### src/rtl/spi_xip_ctrl.sv
// Execute-in-place read engine: turns a 24-bit byte-address read request into an
// APB register sequence on an SPI master peripheral and returns the 32-bit RX word.
module spi_xip_ctrl #(
   parameter logic [7:0]  READ_CMD  = 8'h03,
   parameter logic [31:0] CTRL_WORD = 32'h0000_2240,
   parameter int unsigned GO_BIT    = 8,
   parameter logic [15:0] POLL_MAX  = 16'd1024
) (
   input  logic        clk,
   input  logic        rst,
   input  logic        req_valid,
   output logic        req_ready,
   input  logic [23:0] req_addr,
   output logic        rsp_valid,
   input  logic        rsp_ready,
   output logic [31:0] rsp_data,
   output logic        rsp_err,
   output logic [4:0]  paddr,
   output logic        psel,
   output logic        penable,
   output logic        pwrite,
   output logic [31:0] pwdata,
   input  logic [31:0] prdata,
   input  logic        pready,
   input  logic        pslverr,
   output logic        busy
);

   localparam logic [4:0]  AddrRx   = 5'h00;
   localparam logic [4:0]  AddrTx1  = 5'h04;
   localparam logic [4:0]  AddrCtrl = 5'h10;
   localparam logic [4:0]  GoIdx    = GO_BIT[4:0];
   localparam logic [31:0] GoMask   = 32'd1 << GoIdx;

   typedef enum logic [1:0] {StIdle, StSetup, StAccess, StResp} state_e;
   typedef enum logic [2:0] {
      StepWrTx1, StepWrTx0, StepWrCfg, StepWrGo, StepRdPoll, StepRdRx
   } step_e;

   state_e      state_q;
   step_e       step_q;
   step_e       step_d;
   logic [23:0] addr_q;
   logic [23:0] addr_d;
   logic [15:0] poll_q;
   logic [15:0] poll_inc;
   logic        ready_q;
   logic        psel_q;
   logic        penable_q;
   logic        pwrite_q;
   logic [4:0]  paddr_q;
   logic [31:0] pwdata_q;
   logic        rsp_valid_q;
   logic        rsp_err_q;
   logic [31:0] rsp_data_q;

   logic        accept;
   logic        done;
   logic        go_set;
   logic        poll_timeout;
   logic [4:0]  nx_paddr;
   logic        nx_pwrite;
   logic [31:0] nx_pwdata;

   assign accept   = (state_q == StIdle) && ready_q && req_valid;
   assign done     = (state_q == StAccess) && pready;
   assign go_set   = prdata[GoIdx];
   assign addr_d   = accept ? req_addr : addr_q;
   assign poll_inc = (poll_q >= POLL_MAX) ? POLL_MAX : poll_q + 16'd1;
   // Timeout fires on the poll that brings the count up to POLL_MAX with GO still set.
   assign poll_timeout = (step_q == StepRdPoll) && go_set && (poll_inc >= POLL_MAX);

   always_comb begin
      step_d = step_q;
      if (accept) begin
         step_d = StepWrTx1;
      end else if (done && !pslverr) begin
         unique case (step_q)
            StepWrTx1:  step_d = StepWrTx0;
            StepWrTx0:  step_d = StepWrCfg;
            StepWrCfg:  step_d = StepWrGo;
            StepWrGo:   step_d = StepRdPoll;
            StepRdPoll: step_d = go_set ? StepRdPoll : StepRdRx;
            StepRdRx:   step_d = StepRdRx;
            default:    step_d = step_q;
         endcase
      end
   end

   always_comb begin
      nx_paddr  = AddrCtrl;
      nx_pwrite = 1'b0;
      nx_pwdata = '0;
      unique case (step_d)
         StepWrTx1: begin
            nx_paddr  = AddrTx1;
            nx_pwrite = 1'b1;
            nx_pwdata = {READ_CMD, addr_d};
         end
         StepWrTx0: begin
            nx_paddr  = AddrRx;
            nx_pwrite = 1'b1;
         end
         StepWrCfg: begin
            nx_paddr  = AddrCtrl;
            nx_pwrite = 1'b1;
            nx_pwdata = CTRL_WORD & ~GoMask;
         end
         StepWrGo: begin
            nx_paddr  = AddrCtrl;
            nx_pwrite = 1'b1;
            nx_pwdata = CTRL_WORD | GoMask;
         end
         StepRdPoll: nx_paddr = AddrCtrl;
         StepRdRx:   nx_paddr = AddrRx;
         default:    nx_paddr = AddrCtrl;
      endcase
   end

   always_ff @(posedge clk) begin
      if (rst) begin
         state_q     <= StIdle;
         step_q      <= StepWrTx1;
         addr_q      <= '0;
         poll_q      <= '0;
         ready_q     <= 1'b0;
         psel_q      <= 1'b0;
         penable_q   <= 1'b0;
         pwrite_q    <= 1'b0;
         paddr_q     <= '0;
         pwdata_q    <= '0;
         rsp_valid_q <= 1'b0;
         rsp_err_q   <= 1'b0;
         rsp_data_q  <= '0;
      end else begin
         unique case (state_q)
            StIdle: begin
               ready_q <= 1'b1;
               if (accept) begin
                  ready_q   <= 1'b0;
                  addr_q    <= req_addr;
                  step_q    <= step_d;
                  poll_q    <= '0;
                  state_q   <= StSetup;
                  psel_q    <= 1'b1;
                  penable_q <= 1'b0;
                  paddr_q   <= nx_paddr;
                  pwrite_q  <= nx_pwrite;
                  pwdata_q  <= nx_pwdata;
               end
            end
            StSetup: begin
               penable_q <= 1'b1;
               state_q   <= StAccess;
            end
            StAccess: begin
               if (pready) begin
                  psel_q    <= 1'b0;
                  penable_q <= 1'b0;
                  if (pslverr || poll_timeout) begin
                     if (poll_timeout) begin
                        poll_q <= poll_inc;
                     end
                     state_q     <= StResp;
                     rsp_valid_q <= 1'b1;
                     rsp_err_q   <= 1'b1;
                     rsp_data_q  <= '0;
                  end else if (step_q == StepRdRx) begin
                     state_q     <= StResp;
                     rsp_valid_q <= 1'b1;
                     rsp_err_q   <= 1'b0;
                     rsp_data_q  <= prdata;
                  end else begin
                     if ((step_q == StepRdPoll) && go_set) begin
                        poll_q <= poll_inc;
                     end
                     step_q    <= step_d;
                     state_q   <= StSetup;
                     psel_q    <= 1'b1;
                     paddr_q   <= nx_paddr;
                     pwrite_q  <= nx_pwrite;
                     pwdata_q  <= nx_pwdata;
                  end
               end
            end
            StResp: begin
               if (rsp_ready) begin
                  rsp_valid_q <= 1'b0;
                  ready_q     <= 1'b1;
                  state_q     <= StIdle;
               end
            end
            default: state_q <= StIdle;
         endcase
      end
   end

   assign req_ready = ready_q;
   assign busy      = (state_q != StIdle);
   assign psel      = psel_q;
   assign penable   = penable_q;
   assign pwrite    = pwrite_q;
   assign paddr     = paddr_q;
   assign pwdata    = pwdata_q;
   assign rsp_valid = rsp_valid_q;
   assign rsp_err   = rsp_err_q;
   assign rsp_data  = rsp_data_q;

endmodule

### config.mk
export PLATFORM = sky130hd
export DESIGN_NAME = spi_xip_ctrl
export DESIGN_NICKNAME = d
export VERILOG_FILES = /design/src/rtl/spi_xip_ctrl.sv
export SDC_FILE = /design/constraint.sdc
export NUM_CORES = 1
export LEC_CHECK = 0
export CAP_MARGIN = 20
export CORE_MARGIN = 1.5
export CORE_UTILIZATION = 42
export CTS_CLUSTER_DIAMETER = 200
export DETAILED_ROUTE_END_ITERATION = 10
export GPL_ROUTABILITY_DRIVEN = 0
export GPL_TIMING_DRIVEN = 0
export PLACE_DENSITY = 0.75
export SLEW_MARGIN = 5
export SYNTH_ARGS = -nofsm -noshare
export SYNTH_HDL_FRONTEND = slang
export SYNTH_SLANG_ARGS = --single-unit
### constraint.sdc
create_clock -name clk -period 1.7 [get_ports clk]
set_input_delay 0.17 -clock clk [delete_from_list [all_inputs] [get_ports clk]]
set_output_delay 0.17 -clock clk [all_outputs]
set_load 0.005 [all_outputs]
==> impl_metrics.env <==
export IMPL_fill_cells=758
export IMPL_cp_cell_sequence="nor4_4 > nand2_2 > a211oi_4 > buf_12 > buf_12 > buf_8 > nand3_1 > mux2i_1"
export IMPL_detail_route_antenna_nets=0
export IMPL_finalCritPeriodShare_pct=113
export IMPL_crit_path_top_delay_cell="dfxtp_2"
export IMPL_cap_violations=0
export IMPL_io_buffer_count=126
export IMPL_seq_area_um2=2210
export IMPL_multi_input_area_um2=2470
export IMPL_fin_crit_ps=1930
export IMPL_reg2reg_depth=8
export IMPL_ys_flop_type="dfxtp_1"
export IMPL_critPathCaptureType="register"
export IMPL_critPathLaunchType="register"
export IMPL_synth_edff_count=0
export IMPL_path_max_fanout=10
export IMPL_worstSetupPathType="reg -> reg"
export IMPL_synth_seq_area_share_pct=47.8
export IMPL_wl_mm=14.5
export IMPL_clk_latency_ps=390
export IMPL_num_vias=4571
export IMPL_cp_num_buf_inv=3
export IMPL_fmax_mhz=519
export IMPL_dr_pass1_iters=5
export IMPL_yosysUniqueCellTypes=57
export IMPL_rsz0062_at_grt="yes"
export IMPL_clk_pin_slew_ps=120
export IMPL_layout_setup_ws_ps=-226
export IMPL_holdWs_ps=311
export IMPL_setup_violations=73
export IMPL_tritoncts="yes"
export IMPL_track_usage_pct=23.2
export IMPL_crit_cells=8
export IMPL_clock_skew_ps=15.9
export IMPL_htree_levels=3
export IMPL_drcViolationCount=0
export IMPL_routedWlPerCell_um=17.4
export IMPL_ys_ff_latch=109
export IMPL_die_area_um2=11500
export IMPL_synth_top_area_share_pct=47.8
export IMPL_antenna_found_initial=0
export IMPL_fin_nets=756
export IMPL_grt_max_degree=22
export IMPL_die_h_um=107
export IMPL_ctsRootBufferMaster="clkbuf_8"
export IMPL_cts_sinks=109
export IMPL_areaGrowthSynthToFinish_pct=58.1
export IMPL_grt_pass1_vias=4341
export IMPL_diodes=0
export IMPL_layout_drive_gt1_share_pct=24.0
export IMPL_cellLeakagePower_nw=2.69
export IMPL_holdPathStages=2
export IMPL_dp_hpwl_mm=8.77
export IMPL_cp_common_cell="buf_12"
export IMPL_cpPeakStageDelay_ps=350
export IMPL_overflow=0
export IMPL_via_per_inst=5.49
export IMPL_status="finished with violations"
export IMPL_cts_made_buffers=9
export IMPL_ios=138
export IMPL_die_w_um=107
export IMPL_syn_area_per_cell_um2=9.11
export IMPL_coreArea_um2=10400
export IMPL_required_ps=2010
export IMPL_synth_area_um2=4560
export IMPL_clockBufferDepth=2
export IMPL_tightest_slew_ps=736
export IMPL_grt_pass1_wl_mm=21.4
export IMPL_drt_iter0_markers=375
export IMPL_arrival_ps=2230
export IMPL_start_util_pct=43.8
export IMPL_violations="negative setup slack"
export IMPL_slew_headroom_pct=50.9
export IMPL_crit_family="simple AND/OR/NAND/NOR gates"
export IMPL_drv_slew=0
export IMPL_synth_top_cells_by_area="dfxtp_1 48%, nand2_1 7.3%, mux2i_1 7.2%"
export IMPL_fp_row_count=37
export IMPL_hold_path_class="in -> reg"
export IMPL_power_density_nw_per_um2=731
export IMPL_syn_inst=501
export IMPL_finalSetupTns_ps=-9950
export IMPL_ys_warn_count=0
export IMPL_finalHoldViolations=0
export IMPL_yosys_area_top_type="dfxtp_1"
export IMPL_async_flop_share_pct=0
export IMPL_vdd_ir_drop_max_mv=0.609
export IMPL_final_core_util_pct=69.2
==> sequential cells by signal (all words and copies together) (netlist names) <==
signal and flops:
addr_q 23, paddr 2, penable 1, poll_q 16
psel 1, pwdata 25, pwrite 1, req_ready 1
rsp_data 32, rsp_err 1, rsp_valid 1, state_q 2
step_q 3
==> cell usage in the layout, fill, tap and decap left out, types with 3 or more instances in the layout <==
| master | count |
|---|---|
| buf_8 | 3 |
| o21ai_0 | 6 |
| nand3_1 | 34 |
| dfxtp_2 | 10 |
| nor3_1 | 3 |
| clkbuf_16 | 3 |
| clkbuf_8 | 9 |
| nand2_2 | 3 |
| dfxtp_1 | 95 |
| buf_6 | 13 |
| conb_1 | 9 |
| buf_12 | 6 |
| a21oi_1 | 33 |
| dfxtp_4 | 4 |
| clkdlybuf4s50_1 | 125 |
| mux2i_1 | 33 |
| inv_1 | 9 |
| o22ai_2 | 3 |
| nand3_2 | 4 |
| a22o_1 | 20 |
| nand2_1 | 86 |
| buf_4 | 45 |
| or3_4 | 3 |
| and3_1 | 11 |
| a21oi_2 | 3 |
| a21boi_0 | 3 |
| a31oi_1 | 3 |
| a211oi_2 | 3 |
| a211oi_1 | 5 |
| o21ai_1 | 4 |
| nor2_1 | 11 |
| clkbuf_1 | 15 |
| or3_1 | 3 |
| a311oi_2 | 4 |
==> area by class of cell <==
class / count / area share, %
Buffer: 45 / 4.91
Clock buffer: 9 / 1.72
Clock inverter: 7 / 1.32
Inverter: 9 / 0.468
Multi-Input combinational cell: 345 / 34.3
Sequential cell: 109 / 30.6
Tap cell: 136 / 2.36
Timing Repair Buffer: 173 / 24.3
==> through the flow <==
| stage | power [mW] | cells | setup WS (ps) | area (um^2) |
|---|---|---|---|---|
| after floorplan | 3.05 | 509 | -55.7 | 4630 |
| after global placement | 3.38 | 771 | -546 | 6060 |
| after detailed placement | 3.40 | 771 | -553 | 6060 |
| after CTS | 5.19 | 811 | -197 | 6760 |
| after global routing | 5.47 | 833 | -310 | 7210 |
| final | 5.27 | 833 | -226 | 7210 |
==> cell families after synthesis <==
kind of cell | share of synthesized area (%)
fa+ha+maj | 0.548
simple gates | 21.8
compound gates | 16.3
flops | 47.8
other cells | 0.0822
buf+inv | 6.17
mux | 7.24
==> what timing repair did <==
action	CTS	global route
setup endpoints to repair	102	85
gates cloned	2	5
gates resized for setup	67	65
endpoints found under the hold margin	0	0
hold buffers	0	0
pin swaps	21	25
setup buffers	23	17
==> where the power goes <==
group | switching [mW] | internal, mW
sequential | 0.0401 | 2.62
clock | 1.01 | 0.736
combinational | 0.407 | 0.458
==> synth_stat cells, drive strengths merged, types with 2 or more instances <==
| cell type | instances |
|---|---|
| o21a | 2 |
| o31ai | 3 |
| a211oi | 10 |
| dfxtp | 109 |
| o21ai | 12 |
| a311oi | 4 |
| nand3b | 3 |
| and3 | 12 |
| a21oi | 37 |
| a21boi | 3 |
| nor3 | 6 |
| and4bb | 2 |
| nand4bb | 3 |
| nor2 | 14 |
| buf | 27 |
| mux2i | 33 |
| a31oi | 3 |
| nand2 | 89 |
| a21o | 3 |
| or3 | 6 |
| a22o | 21 |
| clkbuf | 19 |
| nand3 | 40 |
| o22ai | 4 |
| inv | 9 |
| ha | 2 |
| and2 | 2 |
| nor4 | 5 |
| nand4 | 3 |
==> routing by layer <==
layer | global-route usage, % | share of wire [%] | vias to the layer above
met2 | 39.2 | 50 | 200
met5 | 0 | 0 | -
met1 | 28.4 | 41 | 2209
met4 | 7.43 | 1.7 | 0
met3 | 6.38 | 7.6 | 23
li1 | - | - | 2139
==> final timing paths <==
check	endpoint	from	slack [ps]
max	rsp_data[24]	poll_q[13]	-230
max reg2reg	rsp_data[24]	poll_q[13]	-230
min	addr_q[1]	rst	310
min reg2reg	rsp_data[18]	rsp_data[18]	460
No activity file was read; power rests on OpenSTA's default activity.
